===== config.mk =====
export PLATFORM = sky130hd
export DESIGN_NAME = load_store_unit_flat
export DESIGN_NICKNAME = d
export VERILOG_FILES = /design/src/rtl/load_store_unit_if.sv /design/src/rtl/load_store_unit.sv /design/src/flat_wrapper.sv
export SDC_FILE = /design/constraint.sdc
export NUM_CORES = 1
export LEC_CHECK = 0
export ABC_AREA = 1
export CAP_MARGIN = 20
export CORE_ASPECT_RATIO = 0.9
export CORE_MARGIN = 2
export CORE_UTILIZATION = 37
export DETAILED_ROUTE_END_ITERATION = 8
export PLACE_DENSITY = 0.85
export SYNTH_ARGS = -nofsm -noshare
export SYNTH_HDL_FRONTEND = slang
export SYNTH_SLANG_ARGS = --single-unit

===== constraint.sdc =====
create_clock -name clk -period 2.3 [get_ports clk]
set_input_delay 0.23 -clock clk [delete_from_list [all_inputs] [get_ports clk]]
set_output_delay 0.23 -clock clk [all_outputs]
set_load 0.01 [all_outputs]

===== src/rtl/load_store_unit_if.sv =====
// Bundle for the load/store unit: execute-stage request/response handshake
// plus the word-wide data-memory bus (AddrB / DataWrite / MemRW / DataB).
// The slave modport is the unit itself. The master modport is its environment,
// which is the execute stage together with the data memory.
interface load_store_unit_if;
    logic        req_valid;
    logic        req_ready;
    logic        req_we;
    logic [2:0]  req_funct3;
    logic [31:0] req_addr;
    logic [31:0] req_wdata;
    logic        resp_valid;
    logic        resp_err;
    logic [31:0] resp_rdata;
    logic [31:0] AddrB;
    logic [31:0] DataWrite;
    logic        MemRW;
    logic [31:0] DataB;

    modport master (
        output req_valid, req_we, req_funct3, req_addr, req_wdata, DataB,
        input  req_ready, resp_valid, resp_err, resp_rdata, AddrB, DataWrite, MemRW
    );

    modport slave (
        input  req_valid, req_we, req_funct3, req_addr, req_wdata, DataB,
        output req_ready, resp_valid, resp_err, resp_rdata, AddrB, DataWrite, MemRW
    );
endinterface


===== src/rtl/load_store_unit.sv =====
// Load/store unit: initiator side of the word-wide data-memory port.
// It accepts one load or store at a time and checks alignment, range and funct3.
// It extracts and extends sub-word loads, and it performs sub-word stores as a
// read-modify-write because the memory only writes whole words.
// Optional feature macro: LSU_SUBWORD_EN enables lb/lh/lbu/lhu/sb/sh.
// Without the macro, only lw/sw are legal.
module load_store_unit #(
    parameter int WORD_ADDR_W = 4
) (
    input  logic             clk,
    input  logic             rst,
    load_store_unit_if.slave bus
);

    typedef enum logic [2:0] {
        S_IDLE     = 3'd0,
        S_READ     = 3'd1,
        S_WRITE    = 3'd2,
        S_RESP     = 3'd3
`ifdef LSU_SUBWORD_EN
        ,
        S_RMW_READ = 3'd4
`endif
    } state_t;

    state_t      state;
    state_t      state_next;

    logic        f3_legal;
    logic        misaligned;
    logic        out_of_range;
    logic        dec_err;
    logic        access_next;
    logic [31:0] word_index;
    logic [31:0] rdata_ext;

    logic        resp_valid_q;
    logic        resp_err_q;
    logic [31:0] resp_rdata_q;
    logic [31:0] addr_b_q;
    logic [31:0] data_write_q;
    logic        mem_rw_q;

    assign word_index = {{(32-WORD_ADDR_W){1'b0}}, bus.req_addr[WORD_ADDR_W+1:2]};

    assign access_next = (state_next == S_READ)
`ifdef LSU_SUBWORD_EN
                      || (state_next == S_RMW_READ)
`endif
                      || (state_next == S_WRITE);

    // Classify the incoming request as legal or as an error (funct3, alignment, range)
    always_comb begin
        f3_legal     = 1'b0;
        misaligned   = 1'b0;
        out_of_range = |bus.req_addr[31:WORD_ADDR_W+2];
`ifdef LSU_SUBWORD_EN
        if (bus.req_we) begin
            f3_legal = (bus.req_funct3 == 3'b000) || (bus.req_funct3 == 3'b001) ||
                       (bus.req_funct3 == 3'b010);
        end else begin
            f3_legal = (bus.req_funct3 == 3'b000) || (bus.req_funct3 == 3'b001) ||
                       (bus.req_funct3 == 3'b010) || (bus.req_funct3 == 3'b100) ||
                       (bus.req_funct3 == 3'b101);
        end
`else
        f3_legal = (bus.req_funct3 == 3'b010);
`endif
        if ((bus.req_funct3[1:0] == 2'b01) && bus.req_addr[0]) begin
            misaligned = 1'b1;
        end
        if ((bus.req_funct3[1:0] == 2'b10) && (bus.req_addr[1:0] != 2'b00)) begin
            misaligned = 1'b1;
        end
        dec_err = !f3_legal || misaligned || out_of_range;
    end

    // Transaction sequencing: pick the access path at acceptance, then walk it to RESP
    always_comb begin
        state_next = state;
        case (state)
            S_IDLE: begin
                if (bus.req_valid) begin
                    if (dec_err) begin
                        state_next = S_RESP;
                    end else if (!bus.req_we) begin
                        state_next = S_READ;
`ifdef LSU_SUBWORD_EN
                    end else if (bus.req_funct3 != 3'b010) begin
                        state_next = S_RMW_READ;
`endif
                    end else begin
                        state_next = S_WRITE;
                    end
                end
            end
            S_READ:     state_next = S_RESP;
`ifdef LSU_SUBWORD_EN
            S_RMW_READ: state_next = S_WRITE;
`endif
            S_WRITE:    state_next = S_RESP;
            S_RESP:     state_next = S_IDLE;
            default:    state_next = S_IDLE;
        endcase
    end

    // State register; reset abandons any transaction in flight
    always_ff @(posedge clk) begin
        if (rst) begin
            state <= S_IDLE;
        end else begin
            state <= state_next;
        end
    end

`ifdef LSU_SUBWORD_EN
    logic [2:0]  funct3_q;
    logic [1:0]  lane_q;
    logic [15:0] wdata_q;
    logic [15:0] lane_data;
    logic [31:0] merge_mask;
    logic [31:0] merge_ins;
    logic [31:0] merged_word;

    // Capture the request fields the sub-word paths need after acceptance
    always_ff @(posedge clk) begin
        if (rst) begin
            funct3_q <= 3'b000;
            lane_q   <= 2'b00;
            wdata_q  <= 16'h0000;
        end else if ((state == S_IDLE) && bus.req_valid) begin
            funct3_q <= bus.req_funct3;
            lane_q   <= bus.req_addr[1:0];
            wdata_q  <= bus.req_wdata[15:0];
        end
    end

    // Select the addressed lane of the read word and sign- or zero-extend it
    always_comb begin
        lane_data = 16'(bus.DataB >> {lane_q, 3'b000});
        case (funct3_q)
            3'b000:  rdata_ext = {{24{lane_data[7]}}, lane_data[7:0]};
            3'b001:  rdata_ext = {{16{lane_data[15]}}, lane_data};
            3'b100:  rdata_ext = {24'h000000, lane_data[7:0]};
            3'b101:  rdata_ext = {16'h0000, lane_data};
            default: rdata_ext = bus.DataB;
        endcase
    end

    // Overlay the store byte or half on the word read back during RMW_READ
    always_comb begin
        if (funct3_q[0]) begin
            merge_mask = 32'h0000_FFFF << {lane_q, 3'b000};
            merge_ins  = {16'h0000, wdata_q} << {lane_q, 3'b000};
        end else begin
            merge_mask = 32'h0000_00FF << {lane_q, 3'b000};
            merge_ins  = {24'h000000, wdata_q[7:0]} << {lane_q, 3'b000};
        end
        merged_word = (bus.DataB & ~merge_mask) | (merge_ins & merge_mask);
    end
`else
    assign rdata_ext = bus.DataB;
`endif

    // Registered response and memory-bus outputs, decoded from the upcoming state
    always_ff @(posedge clk) begin
        if (rst) begin
            resp_valid_q <= 1'b0;
            resp_err_q   <= 1'b0;
            resp_rdata_q <= '0;
            addr_b_q     <= '0;
            data_write_q <= '0;
            mem_rw_q     <= 1'b0;
        end else begin
            resp_valid_q <= (state_next == S_RESP);
            resp_err_q   <= (state == S_IDLE) && (state_next == S_RESP);

            if (state == S_READ) begin
                resp_rdata_q <= rdata_ext;
            end else if (state_next == S_RESP) begin
                resp_rdata_q <= '0;
            end

            mem_rw_q <= (state_next == S_WRITE);

            if (!access_next) begin
                addr_b_q <= '0;
            end else if (state == S_IDLE) begin
                addr_b_q <= word_index;
            end

            if (state_next != S_WRITE) begin
                data_write_q <= '0;
`ifdef LSU_SUBWORD_EN
            end else if (state == S_RMW_READ) begin
                data_write_q <= merged_word;
`endif
            end else begin
                data_write_q <= bus.req_wdata;
            end
        end
    end

    assign bus.req_ready  = (state == S_IDLE);
    assign bus.resp_valid = resp_valid_q;
    assign bus.resp_err   = resp_err_q;
    assign bus.resp_rdata = resp_rdata_q;
    assign bus.AddrB      = addr_b_q;
    assign bus.DataWrite  = data_write_q;
    assign bus.MemRW      = mem_rw_q;

endmodule


===== src/flat_wrapper.sv =====
// flat-port wrapper written by rule: the top's interface ports become plain ports
module load_store_unit_flat 
#(
    parameter int WORD_ADDR_W = 4
)
  (clk, rst, bus_req_valid, bus_req_we, bus_req_funct3, bus_req_addr, bus_req_wdata, bus_DataB, bus_req_ready, bus_resp_valid, bus_resp_err, bus_resp_rdata, bus_AddrB, bus_DataWrite, bus_MemRW);
  load_store_unit_if bus_i ();
  input  logic clk;
  input  logic rst;
  input wire logic [$bits(bus_i.req_valid)-1:0] bus_req_valid;
  input wire logic [$bits(bus_i.req_we)-1:0] bus_req_we;
  input wire logic [$bits(bus_i.req_funct3)-1:0] bus_req_funct3;
  input wire logic [$bits(bus_i.req_addr)-1:0] bus_req_addr;
  input wire logic [$bits(bus_i.req_wdata)-1:0] bus_req_wdata;
  input wire logic [$bits(bus_i.DataB)-1:0] bus_DataB;
  output wire logic [$bits(bus_i.req_ready)-1:0] bus_req_ready;
  output wire logic [$bits(bus_i.resp_valid)-1:0] bus_resp_valid;
  output wire logic [$bits(bus_i.resp_err)-1:0] bus_resp_err;
  output wire logic [$bits(bus_i.resp_rdata)-1:0] bus_resp_rdata;
  output wire logic [$bits(bus_i.AddrB)-1:0] bus_AddrB;
  output wire logic [$bits(bus_i.DataWrite)-1:0] bus_DataWrite;
  output wire logic [$bits(bus_i.MemRW)-1:0] bus_MemRW;
  assign bus_i.req_valid = bus_req_valid;
  assign bus_i.req_we = bus_req_we;
  assign bus_i.req_funct3 = bus_req_funct3;
  assign bus_i.req_addr = bus_req_addr;
  assign bus_i.req_wdata = bus_req_wdata;
  assign bus_i.DataB = bus_DataB;
  assign bus_req_ready = bus_i.req_ready;
  assign bus_resp_valid = bus_i.resp_valid;
  assign bus_resp_err = bus_i.resp_err;
  assign bus_resp_rdata = bus_i.resp_rdata;
  assign bus_AddrB = bus_i.AddrB;
  assign bus_DataWrite = bus_i.DataWrite;
  assign bus_MemRW = bus_i.MemRW;
  load_store_unit #(.WORD_ADDR_W(WORD_ADDR_W)) u_core (.clk(clk), .rst(rst), .bus(bus_i));
endmodule

# After elaboration in Yosys (flattened, before gate mapping)
# Index checks and enable logic that the tools add are counted.
totals:
  regBits: 74
  input_bits: 103
  out_inout_bits: 100
classes:
  n_eq_ne: 9
  n_mux: 8
  bitwise: 1
  reduce_logical: 14
ops:
  columns: ["cell", "n"]
  rows:
  - ["$mux W32", 2]
  - ["$reduce_or A26 Y1", 1]
  - ["$eq A3 B2 Y1 const B", 4]
  - ["$eq A3 B1 Y1 const B", 2]
  - ["$mux W3", 2]
  - ["$pmux W3 S2", 1]
  - ["$reduce_or A2 Y1", 3]
  - ["$reduce_bool A2 Y1", 2]
  - ["$logic_and A1 B1 Y1", 3]
  - ["$logic_not A3 Y1", 1]
  - ["$logic_or A1 B1 Y1", 3]
  - ["$ne A3 B2 Y1 const B", 1]
  - ["$eq A2 B1 Y1 const B", 1]
  - ["$eq A2 B2 Y1 const B", 1]
  - ["$mux W1", 2]
  - ["$mux W2", 1]
  - ["$logic_not A1 Y1", 1]
  - ["$not A1 Y1", 1]

# Longest topological paths before layout
# Gate-level depths: netlist of the first run.
depth:
  ltp_word: 13
  mapped_depth: 13
  ltp_nobuf: 12

# Worst setup path before layout of the first run
# Ideal clock, no wire load.
synth_timing:
  kind: "reg2reg"
  startpoint: "register u_core.state[0]"
  endpoint: "register u_core.resp_rdata_q[10] (netlist: u_core.bus.resp_rdata[10])"
  setup_time_ns: 0.132
  arrival_ns: 1.223
  path_slack_ns: 0.944
  stages_incl_launch_ff: 11
  path_buffers: 1
  synth_period_minus_slack_ns: 1.356
  cell_sequence: "dfxtp_1 -> inv_1 -> nor2_1 -> nand2_1 -> o211ai_1 -> inv_1 -> nand2_1 -> nand3_4 -> buf_6 -> nand2_1 -> a21oi_1"
synth_between:
  elab_chain_cells: 5
synth_lines:
  columns: ["item", "line_no", "rtl"]
  rows:
  - ["from (decl)", "load_store_unit.sv:26", "state_t state;"]
  - ["from (signal assigned)", "load_store_unit.sv:112", "state <= state_next;"]
  - ["$eq A3 B2 Y1 or $eq A3 B1 Y1 (tied branches)", "load_store_unit.sv:81, load_store_unit.sv:178", null]
  - ["$reduce_or A2 Y1 (no source line)", null, null]
  - ["$pmux W3 S2", "load_store_unit.sv:81", "case (state)"]
  - ["$eq A3 B2 Y1", "load_store_unit.sv:180", "end else if (state_next == S_RESP) begin"]
  - ["$reduce_bool A2 Y1 (no source line)", null, null]
  - ["to (signal assigned)", "load_store_unit.sv:179", "resp_rdata_q <= rdata_ext;"]
  - ["to (decl)", "load_store_unit.sv:39", "logic [31:0] resp_rdata_q;"]
# Several ways; a longest one is shown, not always the timed one.
# A chain may end at the register's enable or synchronous reset.

# Worst setup path after layout of the first run
layout_timing:
  startpoint: "register u_core.state[0]"
  endpoint: "output bus_req_ready"
layout_between:
  elab_chain_cells: 1
layout_lines:
  columns: ["item", "line_no", "rtl"]
  rows:
  - ["$logic_not A3 Y1", "load_store_unit.sv:204", "assign bus.req_ready = (state == S_IDLE);"]
  - ["to (decl)", "flat_wrapper.sv:16", "output wire logic [$bits(bus_i.req_ready)-1:0] bus_req_ready;"]
# Every way passes these cells.

==> impl_metrics.json, run 1 <==
{
  "hpwl_mm": 5.90,
  "antenna_found_initial": 0,
  "antenna_cells": 0,
  "layout_common_cells": "clkdlybuf4s50_1 (174), nand2_1 (82), dfxtp_1 (74), inv_1 (44), a21oi_1 (37)",
  "hold_violations": 0,
  "period_needed_ps": 1910,
  "htree_levels": 3,
  "critPathArrivalTime_ps": 1680,
  "setup_viol": 0,
  "yosysWarnings": 0,
  "clock-sinks": 74,
  "fin_cells": 627,
  "path_buf_inv": 2,
  "clk_latency_ps": 340,
  "maxSlewHeadroom_pct": 61.9,
  "clockRootBuffer": "clkbuf_8",
  "die_area_um2": 8470,
  "place_inst": 611,
  "drc": 0,
  "synth_sequential_area_ratio_pct": 51.7,
  "timing.final.crit_share_pct": 83.1,
  "fmax_mhz": 523,
  "critPathLaunchType": "flip-flop",
  "hp-class": "in -> reg",
  "rsz0062_at_grt": "false",
  "chipHeight_um": 87.5,
  "worst-setup-path-type": "reg -> out",
  "synthCells": 350,
  "path_max_fanout": 6,
  "synth.avg_cell_area_um2": 8.19,
  "skew_ps": 10.9,
  "syn_area_um2": 2870,
  "drive_gt1_share_pct": 8.85,
  "clk_pin_slew_worst_paths_ps": 80,
  "ys_ff_latch": 74,
  "max_stage_delay_ps": 550,
  "report.final.slew_viol_count": 0,
  "power.leakage_nw": 1.98,
  "gp_congestion": 0.787,
  "drv_cap": 0,
  "critPathSlowestCell": "clkdlybuf4s50_1",
  "irDropWorstVdd_uv": 424,
  "final_antenna_net_count": 0,
  "fin_nets": 629,
  "cts_buffers": 9,
  "grt_util_all_layers_pct": 17.9,
  "critical_path.cell_chain": "nor2_1 -> nand2_1 -> inv_1 -> clkdlybuf4s50_1",
  "core-area_um2": 7540,
  "ys_types": 21,
  "finalWirelength_mm": 7.50,
  "grt_max_degree": 35,
  "run_status": "finished, final reports clean",
  "wire_per_inst_um": 12.0,
  "cts_max_path_buffers": 2,
  "cts_resized": 0,
  "viasPerCell": 4.24,
  "power_density_nw_per_um2": 613,
  "vias": 2661,
  "fin_util_pct": 63.7,
  "tightest_slew_ps": 572,
  "grt_pass1_wl_mm": 12.2,
  "start_util_pct": 38.0,
  "crit_family": "buffers and inverters",
  "endpoint_kind": "output pin",
  "mostFrequentLayoutCell": "clkdlybuf4s50_1",
  "ios": 203,
  "post_cts_buffers": 0,
  "critPathRequiredTime_ps": 2070,
  "holdBufCountCts": 0,
  "tritoncts": "built",
  "drt-pass1-iter-count": 4,
  "port_buffers": 174,
  "rows": 30,
  "gr-total-overflow": 0,
  "die_x_um": 96.8,
  "grt_pass1_vias": 2640,
  "drt_iter0_markers": 64,
  "setup_tns_ps": 0,
  "syn_to_final_growth_pct": 67.7
}
## metal layers
layer / up-vias / global-route usage (%) / part of all wire, %
met5: - / 0 / 0
met2: 128 / 31.8 / 51
met1: 1168 / 17.6 / 36
met4: 0 / 7.17 / 2.6
met3: 18 / 9.87 / 11
li1: 1347 / - / -
## worst reg2reg max path, delay by kind of cell, from the launching register on
kind / cells / cell delay (ps)
buffers and inverters: 2 / 130
and+or+nand+nor: 5 / 830
AOI/OAI and AO/OA: 2 / 260
DFF: 1 / 350
## registers in the layout, summed over array words and instances (netlist names)
| signal | flops |
|---|---|
| u_core.bus.AddrB | 4 |
| u_core.bus.DataWrite | 32 |
| u_core.bus.MemRW | 1 |
| u_core.bus.resp_err | 1 |
| u_core.bus.resp_rdata | 32 |
| u_core.bus.resp_valid | 1 |
| u_core.state | 3 |
## synth_stat cells
library cell,n,area share (%)
inv_1,44,5.8
nand2_1,82,11
nand4_4,1,0.74
nor2_1,35,4.6
mux2i_1,4,1.4
o211a_1,1,0.35
a21oi_1,37,6.5
buf_4,28,7.3
conb_1,1,0.13
dfxtp_1,74,52
nor2_2,21,4.6
nor3_1,1,0.17
nand2_2,2,0.44
o211ai_1,1,0.26
nand2_4,1,0.39
clkbuf_1,7,0.92
a21boi_0,1,0.26
nand4_1,1,0.22
nand3_4,1,0.61
buf_6,6,2.4
a21oi_4,1,0.57
## cells by family (layout without fill, tap and decap cells)
group | Yosys count | in the layout | synth area share, %
and+or+nand+nor | 145 | 145 | 22.5
buffers and inverters | 85 | 238 | 16.4
DFF | 74 | 74 | 51.7
AOI/OAI and AO/OA | 41 | 41 | 7.90
muxes | 4 | 4 | 1.40
other | 1 | 29 | 0.131
## stage by stage
stage | total power, mW | hold slack [ps] | instance area, um^2 | setup WS [ps]
after floorplan | 1.54 | 342 | 2970 | 944
after global placement | 1.74 | 448 | 4560 | 276
after detailed placement | 1.75 | 453 | 4560 | 216
after CTS | 2.99 | 377 | 4810 | 336
after global routing | 3.08 | 387 | 4810 | 263
final | 2.95 | 398 | 4810 | 388
## area by class of cell
type / instances / area, um^2
clock inverter: 7 / 124
clock buffer: 9 / 124
tap: 96 / 120
multi-input combinational: 219 / 1020
timing repair buffer: 178 / 1770
inverter: 44 / 165
sequential: 74 / 1480
fill: 636 / 2740
## where the power goes
group          leakage (nW)  switching (mW)  internal, mW
logic                  1.26           0.160         0.235
clock network         0.120           0.500         0.730
registers             0.599          0.0128          1.31
## path summary, 6_finish.rpt
check                            startpoint                         to  slack [ps]  cells after the start
setup / recovery            u_core.state[0]              bus_req_ready         390                      4
hold / removal            bus_req_wdata[31]   u_core.bus.DataWrite[31]         400                      3
setup reg to reg            u_core.state[0]   u_core.bus.resp_rdata[4]         600                      9
hold reg to reg   u_core.bus.resp_rdata[16]  u_core.bus.resp_rdata[16]         460                      2
Power figures use the tool's default switching activity.
==> run 2, diff against run 1 <==
--- a/config.mk
+++ b/config.mk
@@ -9,9 +9,9 @@
 export CAP_MARGIN = 20
 export CORE_ASPECT_RATIO = 0.9
 export CORE_MARGIN = 2
-export CORE_UTILIZATION = 37
+export CORE_UTILIZATION = 31
 export DETAILED_ROUTE_END_ITERATION = 8
-export PLACE_DENSITY = 0.85
+export PLACE_DENSITY = 0.76
 export SYNTH_ARGS = -nofsm -noshare
 export SYNTH_HDL_FRONTEND = slang
 export SYNTH_SLANG_ARGS = --single-unit
==> constraint.sdc (replaced) <==
create_clock -name clk -period 1.6 [get_ports clk]
set_input_delay 0.16 -clock clk [delete_from_list [all_inputs] [get_ports clk]]
set_output_delay 0.16 -clock clk [all_outputs]
set_load 0.01 [all_outputs]
==> impl_metrics.json, run 2 (synthesized netlist as in run 1, its figures left out) <==
{
  "critPathRequiredTime_ps": 1880,
  "irDropWorstVdd_uv": 624,
  "antenna_found_initial": 0,
  "rsz0062_at_grt": "true",
  "grt_pass1_wl_mm": 12.1,
  "path_max_fanout": 14,
  "gr-total-overflow": 0,
  "multi_input_area_um2": 1070,
  "final-seq-area_um2": 1480,
  "clock-sinks": 74,
  "run_status": "finished, final reports clean",
  "place_ws_ps": -353,
  "finalWirelength_mm": 8.06,
  "chipHeight_um": 95.2,
  "critPathLaunch": "bus_req_addr[19]",
  "place_inst": 644,
  "drt-pass1-iter-count": 4,
  "met3_usage_pct": 7.52,
  "timing.final.crit_share_pct": 94.4,
  "ios": 203,
  "holdBufCountCts": 0,
  "hpwl_mm": 5.84,
  "grtUsageMet2_pct": 26.8,
  "cts_max_path_buffers": 2,
  "fin_nets": 641,
  "final_area_um2": 5070,
  "clk_pin_slew_worst_paths_ps": 80,
  "grt_util_all_layers_pct": 15.0,
  "antenna_cells": 0,
  "setup_viol": 0,
  "skew_ps": 6.12,
  "die_area_um2": 10000,
  "gp_congestion": 0.737,
  "rows": 33,
  "drv_cap": 0,
  "endpoint_kind": "flip-flop",
  "power_density_nw_per_um2": 840,
  "fin_cells": 665,
  "worst-setup-path-type": "in -> reg",
  "core-area_um2": 9040,
  "worst_slack_ps": 89.1,
  "r2r_slack_ps": 90,
  "holdWs_ps": 336,
  "setup_tns_ps": 0,
  "start_util_pct": 31.7,
  "grt_pass1_vias": 2748,
  "critPathArrivalTime_ps": 1790,
  "hp-class": "in -> reg",
  "hold_violations": 0,
  "clockRootBuffer": "clkbuf_8",
  "syn_to_final_growth_pct": 76.9,
  "wire_per_inst_um": 12.1,
  "drive_gt1_share_pct": 12.2,
  "report.final.slew_viol_count": 0,
  "fillers": 807,
  "critPathLaunchType": "input port",
  "placed_area_um2": 4660,
  "tritoncts": "built",
  "busiest_layer": "met2",
  "grt_max_degree": 35,
  "htree_levels": 3,
  "r2r_start": "u_core.state[2]",
  "power.leakage_nw": 2.27,
  "use_met1_pct": 14.9,
  "layout_common_cells": "clkdlybuf4s50_1 (150), nand2_1 (80), dfxtp_1 (72), inv_1 (44), a21oi_1 (35)",
  "final_antenna_net_count": 0,
  "r2r_cells": 8,
  "mostFrequentLayoutCell": "clkdlybuf4s50_1",
  "port_buffers": 174,
  "drt_iter0_markers": 57,
  "vias": 2756,
  "endpoint": "u_core.bus.DataWrite[5]",
  "die_x_um": 105,
  "period_needed_ps": 1510,
  "viasPerCell": 4.14,
  "fmax_mhz": 662,
  "clk_latency_ps": 340,
  "drc": 0,
  "cts_buffers": 9,
  "rr_endpoint": "u_core.bus.DataWrite[5]"
}
[run 2: changes by cell type in the layout (fill, tap and decap cells not counted), sizes merged]
| cell | before | now |
|---|---|---|
| dlygate4sd2 | 0 | 1 |
| nand3 | 1 | 3 |
| clkbuf | 9 | 12 |
| clkinv | 1 | 2 |
| clkdlybuf4s50 | 174 | 150 |
| buf | 4 | 12 |
| dlymetal6s2s | 0 | 23 |
| inv | 46 | 44 |
[run 2: power breakdown]
part           internal, mW  switching (mW)
clock network          1.04           0.698
registers              1.88          0.0195
logic                 0.358           0.254
[run 2: worst min path at each step]
stage | startpoint | to | slack (ps) | cells after the start
2_1_floorplan | bus_req_wdata[0] | u_core.bus.DataWrite[0] | 270 | 2
5_1_grt | bus_req_wdata[2] | u_core.bus.DataWrite[2] | 320 | 3
4_1_cts | bus_req_wdata[2] | u_core.bus.DataWrite[2] | 310 | 3
3_3_place_gp | u_core.bus.resp_rdata[0] | u_core.bus.resp_rdata[0] | 450 | 2
6_report | bus_req_wdata[2] | u_core.bus.DataWrite[2] | 340 | 3
3_5_place_dp | u_core.bus.resp_rdata[21] | u_core.bus.resp_rdata[21] | 450 | 2
[run 2: timing repair]
action	in CTS	in global routing
pin swaps	0	9
cloned	0	4
setup endpoints to repair	33	40
buffers inserted	0	1
gates resized for setup	1	33
[run 2: layout make-up]
cell class,instances,share of cell area [%]
tap,122,3.01
timing repair buffer,188,38.5
multi-input combinational,221,21.2
sequential,74,29.3
inverter,44,3.26
clock inverter,6,2.27
clock buffer,10,2.52
[run 2: per-stage QoR]
step	utilization, %	total power [mW]
global placement	51.5	2.53
CTS	54.2	4.30
detailed placement	51.5	2.54
floorplan	-	2.21
global route	56.0	4.44
finish	56.0	4.26
[run 2: layer usage]
layer | up-vias | part of all wire, %
li1 | 1378 | -
met1 | 1237 | 37
met2 | 127 | 50
met3 | 14 | 11
met4 | 0 | 1.8
met5 | - | 0
[run 2: worst max-delay path: stages]
cell and delay [ps]:
clkdlybuf4s50_1 400, nor2_1 110, nand2_1 80, nor2_1 110, nand2_1 70, nor2_2 120
nand2_2 100, a21oi_4 160, nand4_4 170, clkbuf_16 230, nor2_1 80
